[config.mk]
export PLATFORM = sky130hd
export DESIGN_NAME = alu_muldiv_flat
export DESIGN_NICKNAME = d
export VERILOG_FILES = /design/src/rtl/alu_muldiv_if.sv /design/src/rtl/alu_muldiv.sv /design/src/flat_wrapper.sv
export SDC_FILE = /design/constraint.sdc
export NUM_CORES = 1
export LEC_CHECK = 0
export CORE_MARGIN = 4
export CORE_UTILIZATION = 57
export CTS_BUF_LIST = sky130_fd_sc_hd__clkbuf_4 sky130_fd_sc_hd__clkbuf_8
export DETAILED_ROUTE_END_ITERATION = 12
export PLACE_DENSITY = 0.82
export SLEW_MARGIN = 10
export SYNTH_ARGS = -nofsm -noshare
export SYNTH_HDL_FRONTEND = slang
export SYNTH_SLANG_ARGS = --single-unit
[constraint.sdc]
create_clock -name clk -period 3.4 [get_ports clk]
set_input_delay 0.68 -clock clk [delete_from_list [all_inputs] [get_ports clk]]
set_output_delay 0.68 -clock clk [all_outputs]
set_load 0.005 [all_outputs]
[src/rtl/alu_muldiv_if.sv]
// Request/response bundle between the operand-select stage and the iterative
// RV32M multiply/divide unit.
interface alu_muldiv_if #(
    parameter int WIDTH    = 32,
    parameter int OP_WIDTH = 3
) ();
    logic                start;
    logic [OP_WIDTH-1:0] op;
    logic [WIDTH-1:0]    alu_src1;
    logic [WIDTH-1:0]    alu_src2;
    logic                flush;
    logic                busy;
    logic                done;
    logic [WIDTH-1:0]    result;

    modport master (
        output start, op, alu_src1, alu_src2, flush,
        input  busy, done, result
    );

    modport slave (
        input  start, op, alu_src1, alu_src2, flush,
        output busy, done, result
    );
endinterface

[src/rtl/alu_muldiv.sv]
// Iterative RV32M multiply/divide: radix-2 shift-add multiply, restoring divide.
// Optional macro MULDIV_FAST_MUL_EN: single-cycle combinational multiply path.
module alu_muldiv #(
    parameter int WIDTH    = 32,
    parameter int OP_WIDTH = 3
) (
    input  logic         clk,
    input  logic         rst,
    alu_muldiv_if.slave  bus
);
    localparam int CW = $clog2(WIDTH);
    localparam logic [WIDTH-1:0] INT_MIN = {1'b1, {(WIDTH-1){1'b0}}};

    typedef enum logic [1:0] {S_IDLE, S_CALC, S_DONE} state_t;

    state_t              state_reg, state_next;
    logic [OP_WIDTH-1:0] op_reg;
    logic [2*WIDTH-1:0]  acc_reg;
    logic [WIDTH-1:0]    opb_reg;
    logic                neg_reg;
    logic                fast_reg;
    logic [WIDTH-1:0]    fast_val_reg;
    logic [CW-1:0]       count_reg;
    logic [WIDTH-1:0]    result_reg;

    // ---------------- request decode (IDLE only) ----------------
    logic             accept;
    logic             in_is_div, in_a_signed, in_b_signed;
    logic             a_neg, b_neg;
    logic [WIDTH-1:0] a_mag, b_mag;
    logic             neg_in;
    logic             div_zero, div_ovf, special;
    logic [WIDTH-1:0] div_fast_val;
    logic             fast_in;
    logic [WIDTH-1:0] fast_val_in;

    assign accept = (state_reg == S_IDLE) && bus.start && !bus.flush;

    always_comb begin
        in_is_div   = bus.op[2];
        in_a_signed = in_is_div ? ~bus.op[0] : (bus.op[1:0] == 2'd1 || bus.op[1:0] == 2'd2);
        in_b_signed = in_is_div ? ~bus.op[0] : (bus.op[1:0] == 2'd1);
        a_neg       = in_a_signed & bus.alu_src1[WIDTH-1];
        b_neg       = in_b_signed & bus.alu_src2[WIDTH-1];
        a_mag       = a_neg ? -bus.alu_src1 : bus.alu_src1;
        b_mag       = b_neg ? -bus.alu_src2 : bus.alu_src2;
        // REM follows the dividend sign; everything else takes the XOR of signs
        neg_in      = (in_is_div && bus.op[1]) ? a_neg : (a_neg ^ b_neg);
        div_zero    = (bus.alu_src2 == '0);
        div_ovf     = in_is_div && in_a_signed &&
                      (bus.alu_src1 == INT_MIN) && (bus.alu_src2 == '1);
        special     = in_is_div && (div_zero || div_ovf);
        if (div_zero)
            div_fast_val = bus.op[1] ? bus.alu_src1 : '1;
        else
            div_fast_val = bus.op[1] ? '0 : INT_MIN;
    end

`ifdef MULDIV_FAST_MUL_EN
    logic signed [2*WIDTH-1:0] fm_a, fm_b, fm_prod;

    always_comb begin
        fm_a    = {{WIDTH{a_neg}}, bus.alu_src1};
        fm_b    = {{WIDTH{b_neg}}, bus.alu_src2};
        fm_prod = fm_a * fm_b;
        fast_in = special || !in_is_div;
        if (in_is_div)
            fast_val_in = div_fast_val;
        else if (bus.op[1:0] == 2'd0)
            fast_val_in = fm_prod[WIDTH-1:0];
        else
            fast_val_in = fm_prod[2*WIDTH-1:WIDTH];
    end
`else
    always_comb begin
        fast_in     = special;
        fast_val_in = div_fast_val;
    end
`endif

    // ---------------- iteration datapath ----------------
    logic [WIDTH-1:0]   acc_hi, acc_lo;
    logic [WIDTH:0]     mul_sum;
    logic [2*WIDTH-1:0] mul_next;
    logic [WIDTH:0]     div_rs;
    logic               div_ge;
    logic [WIDTH-1:0]   div_diff;
    logic [2*WIDTH-1:0] div_next;

    always_comb begin
        acc_hi   = acc_reg[2*WIDTH-1:WIDTH];
        acc_lo   = acc_reg[WIDTH-1:0];
        // multiply: hi holds partial product, lo shifts the multiplier out
        mul_sum  = {1'b0, acc_hi} + (acc_lo[0] ? {1'b0, opb_reg} : {(WIDTH+1){1'b0}});
        mul_next = {mul_sum, acc_lo[WIDTH-1:1]};
        // divide: hi is the partial remainder, lo shifts dividend out / quotient in
        div_rs   = {acc_hi, acc_lo[WIDTH-1]};
        div_ge   = (div_rs >= {1'b0, opb_reg});
        div_diff = div_rs[WIDTH-1:0] - opb_reg;
        div_next = div_ge ? {div_diff, acc_lo[WIDTH-2:0], 1'b1}
                          : {div_rs[WIDTH-1:0], acc_lo[WIDTH-2:0], 1'b0};
    end

    // ---------------- result formation ----------------
    logic [2*WIDTH-1:0] prod_signed;
    logic [WIDTH-1:0]   quo_signed, rem_signed;
    logic [WIDTH-1:0]   calc_val, final_val;

    always_comb begin
        prod_signed = neg_reg ? -acc_reg : acc_reg;
        quo_signed  = neg_reg ? -acc_lo : acc_lo;
        rem_signed  = neg_reg ? -acc_hi : acc_hi;
        if (!op_reg[2])
            calc_val = (op_reg[1:0] == 2'd0) ? prod_signed[WIDTH-1:0]
                                             : prod_signed[2*WIDTH-1:WIDTH];
        else
            calc_val = op_reg[1] ? rem_signed : quo_signed;
        final_val = fast_reg ? fast_val_reg : calc_val;
    end

    // ---------------- FSM: state register ----------------
    always_ff @(posedge clk) begin
        if (rst)
            state_reg <= S_IDLE;
        else
            state_reg <= state_next;
    end

    // ---------------- FSM: next state ----------------
    always_comb begin
        state_next = state_reg;
        case (state_reg)
            S_IDLE: begin
                if (accept)
                    state_next = fast_in ? S_DONE : S_CALC;
            end
            S_CALC: begin
                if (bus.flush)
                    state_next = S_IDLE;
                else if (count_reg == '0)
                    state_next = S_DONE;
            end
            S_DONE:  state_next = S_IDLE;
            default: state_next = S_IDLE;
        endcase
    end

    // ---------------- FSM: outputs ----------------
    always_comb begin
        bus.busy   = (state_reg == S_CALC);
        bus.done   = (state_reg == S_DONE) && !bus.flush;
        bus.result = bus.done ? final_val : result_reg;
    end

    // ---------------- datapath registers ----------------
    always_ff @(posedge clk) begin
        if (rst) begin
            op_reg       <= '0;
            acc_reg      <= '0;
            opb_reg      <= '0;
            neg_reg      <= 1'b0;
            fast_reg     <= 1'b0;
            fast_val_reg <= '0;
            count_reg    <= '0;
            result_reg   <= '0;
        end else begin
            case (state_reg)
                S_IDLE: begin
                    if (accept) begin
                        op_reg       <= bus.op;
                        neg_reg      <= neg_in;
                        fast_reg     <= fast_in;
                        fast_val_reg <= fast_val_in;
                        count_reg    <= CW'(WIDTH - 1);
                        if (in_is_div) begin
                            acc_reg <= {{WIDTH{1'b0}}, a_mag};
                            opb_reg <= b_mag;
                        end else begin
                            acc_reg <= {{WIDTH{1'b0}}, b_mag};
                            opb_reg <= a_mag;
                        end
                    end
                end
                S_CALC: begin
                    acc_reg   <= op_reg[2] ? div_next : mul_next;
                    count_reg <= count_reg - 1'b1;
                end
                S_DONE: begin
                    if (!bus.flush)
                        result_reg <= final_val;
                end
                default: ;
            endcase
        end
    end
endmodule

[src/flat_wrapper.sv]
// flat-port wrapper written by rule: the top's interface ports become plain ports
module alu_muldiv_flat 
#(
    parameter int WIDTH    = 32,
    parameter int OP_WIDTH = 3
)
  (clk, rst, bus_start, bus_op, bus_alu_src1, bus_alu_src2, bus_flush, bus_busy, bus_done, bus_result);
  alu_muldiv_if #(.WIDTH(WIDTH), .OP_WIDTH(OP_WIDTH)) bus_i ();
  input  logic clk;
  input  logic rst;
  input wire logic [$bits(bus_i.start)-1:0] bus_start;
  input wire logic [$bits(bus_i.op)-1:0] bus_op;
  input wire logic [$bits(bus_i.alu_src1)-1:0] bus_alu_src1;
  input wire logic [$bits(bus_i.alu_src2)-1:0] bus_alu_src2;
  input wire logic [$bits(bus_i.flush)-1:0] bus_flush;
  output wire logic [$bits(bus_i.busy)-1:0] bus_busy;
  output wire logic [$bits(bus_i.done)-1:0] bus_done;
  output wire logic [$bits(bus_i.result)-1:0] bus_result;
  assign bus_i.start = bus_start;
  assign bus_i.op = bus_op;
  assign bus_i.alu_src1 = bus_alu_src1;
  assign bus_i.alu_src2 = bus_alu_src2;
  assign bus_i.flush = bus_flush;
  assign bus_busy = bus_i.busy;
  assign bus_done = bus_i.done;
  assign bus_result = bus_i.result;
  alu_muldiv #(.WIDTH(WIDTH), .OP_WIDTH(OP_WIDTH)) u_core (.clk(clk), .rst(rst), .bus(bus_i));
endmodule
==> metrics.txt <==
Post-synth EDFFs=0; largest net degree at the start of global routing=111; global-route wire length before repair=106000 um; Layout Utilization=77.7%; Mapped Nets=2385; Slew @ Worst Pin=0.711 ns; DR WL/cell=24.1 um; Final Power=6.95 mW; synth top area cells=dfxtp_1 (22%), a21oi_1 (6.9%), ha_1 (5.6%), nand2_1 (5.5%), xnor2_1 (5.3%); #FFs+latches synth=172; Startpoint Class=register; P&R area growth vs syn=34.8%; critical path type=register to output port; YS warnings=0; crit end category=output port; layout cells sized above 1=26.2%; I/O pin count=105; max_cap viols=0; DRC viols=0; reg2reg path depth=14; Via density=6.73; clk slew on worst S/H paths=0.10 ns; Worst slew margin=52.4%; fin crit period=4.12 ns; clk root buf=clkbuf_8; sequential area share after synthesis=21.5%; total track usage=43.8%; unrepaired setup endpoints after global routing=yes; fill count=2017; final net count=2748; Hold Fails Final Rpt=0; Hold WC Path Type=register to register; initial antenna violation count=0; post-synth cell types=82; number of global-route vias before repair=18.6k; Setup-failing EPs final=32; post-synth top area cell=dfxtp_1; Antenna Nets Post-Route=0; GP Congestion=1.10; core area=27800 um^2; post-DP HPWL=54300 um; final worst path period share=121%; VDD IR max=0.231 mV; placed instance count=2914; WP data required=2.72 ns; Pleak=8.67 nW; hold path cells=2; final std cells w/o fill=2994; Max FO, Critical Path=4; asr flop ratio synth=0%; ANT cells=0; Cell Rows=61; CTS tree=yes; Routed WL=72100 um; Num CTS Buffers=17; total clock sinks=172; later-pin clock latency in the skew report=0.51 ns; Synth Instances=2240; initial core utilization=57.6%; fmax=243 MHz; Yosys top cell area share=21.5%; die height=176 um; violated checks=setup timing; Detailed Route Iter0 Violations=3098; critical path arrival=3.44 ns; grt ovf=0; Die X-Extent=176 um; final setup TNS=-15.94 ns; first drt pass iteration count=7; setup ws final=-0.722 ns; Cell Pwr Density=322 nW/um^2; Largest register FFs=64; # hold bufs at CTS=0; ys flop type=dfxtp_1; Die ar.=30800 um^2; count of input and output buffers=104; syn_area_per_cell=7.15 um^2; clock buffer depth=2; DR vias=20.2k; outcome=finished, violations left; Synth Cell Area=16000 um^2; Worst Skew=0.0298 ns; number of H-tree levels=4; Slew Limit Fails=0
-- layer usage --
layer,wire (um),vias up,GRT usage [%]
met5,0,-,0
met4,5670,0,27.0
met3,8960,372,9.15
met2,30500,1553,66.7
met1,27000,9301,56.8
li1,-,8929,-
-- final timing paths --
kind / start / endpoint / slack, ns
min: u_core.opb_reg[12]$_SDFFE_PP0P_ / u_core.opb_reg[12]$_SDFFE_PP0P_ / 0.46
min reg2reg: u_core.opb_reg[12]$_SDFFE_PP0P_ / u_core.opb_reg[12]$_SDFFE_PP0P_ / 0.46
max: u_core.acc_reg[22]$_SDFFE_PP0P_ / bus_result[12] / -0.72
max reg2reg: u_core.acc_reg[0]$_SDFFE_PP0P_ / u_core.acc_reg[62]$_SDFFE_PP0P_ / 0
-- power breakdown --
part	internal, mW	leakage, nW	switching (mW)
Combinational	1.36	7.05	1.83
Clock	0.572	0.211	1.02
Sequential	2.10	1.40	0.0692
-- synthesized netlist by cell type, drive strengths merged, types with 13 or more instances --
cell    count
nand2     235
a21oi     220
nor2      202
dfxtp     172
o21ai     154
clkbuf    150
xnor2      97
o211ai     84
xor2       81
inv        77
ha         72
a211oi     65
mux2i      59
nor3       52
nand3      43
o31ai      34
nor2b      32
nand4      25
a31oi      24
a21o       22
or3        22
and3       21
or4        21
nor4       20
o221ai     20
buf        19
nand2b     19
o41ai      17
nand3b     16
a22oi      15
a221oi     13
-- stage by stage --
stage                     hold WS (ns)  cell area (um^2)  setup WS [ns]
after CTS                        0.460             20900         -0.690
final                            0.462             21600         -0.722
after global routing             0.475             21600         -0.775
after floorplan                  0.427             16000        0.00445
after global placement           0.437             19800         -0.527
after detailed placement         0.441             19800         -0.545
-- critical path: stages, from the launching register on --
cell and delay, ns:
dfxtp_2 0.34, or3_4 0.39, buf_4 0.15, buf_6 0.11
nor3_4 0.22, nand4_1 0.14, buf_4 0.19, buf_8 0.13
buf_4 0.15, buf_4 0.15, a21o_1 0.18, a221oi_4 0.35
a211o_1 0.22, a21oi_2 0.08, buf_2 0.13
-- layout by cell type (no fill, tap or decap), types with 25 or more instances in the layout --
cell / instances
nor2_1: 190
o211ai_1: 84
nor2b_1: 31
nand4_1: 25
a21oi_1: 205
nor3_1: 41
dfxtp_1: 159
inv_1: 74
a211oi_1: 61
nand3_1: 37
mux2i_1: 59
ha_1: 69
xnor2_1: 89
buf_4: 368
o21ai_0: 119
xor2_1: 76
buf_2: 32
nand2_1: 219
o31ai_1: 25
clkdlybuf4s50_1: 70
buf_6: 29
-- cell families after synthesis --
group / count (synthesis) / share of synthesized area, %
DFF: 172 / 21.5
muxes: 63 / 4.04
xor gates and xnor gates: 178 / 9.74
adders and majority gates: 74 / 5.88
and+or+nand+nor: 752 / 22.8
buffers and inverters: 248 / 5.88
AOI/OAI and AO/OA: 753 / 30.2
-- final cells by class --
type,instances,area [um^2],area share [%]
Multi-Input combinational cell,1820,12700,58.9
Clock buffer,17,234,1.08
Inverter,79,299,1.39
Tap cell,378,473,2.19
Clock inverter,15,193,0.892
Sequential cell,172,3460,16.0
Timing Repair Buffer,513,4230,19.6
-- timing repair --
item | in CTS | in global routing
endpoints found under the setup margin | 33 | 82
gates cloned | 0 | 0
pin swaps | 102 | 98
buffers inserted | 35 | 22
resized for setup | 259 | 143
Power figures use the tool's default switching activity.
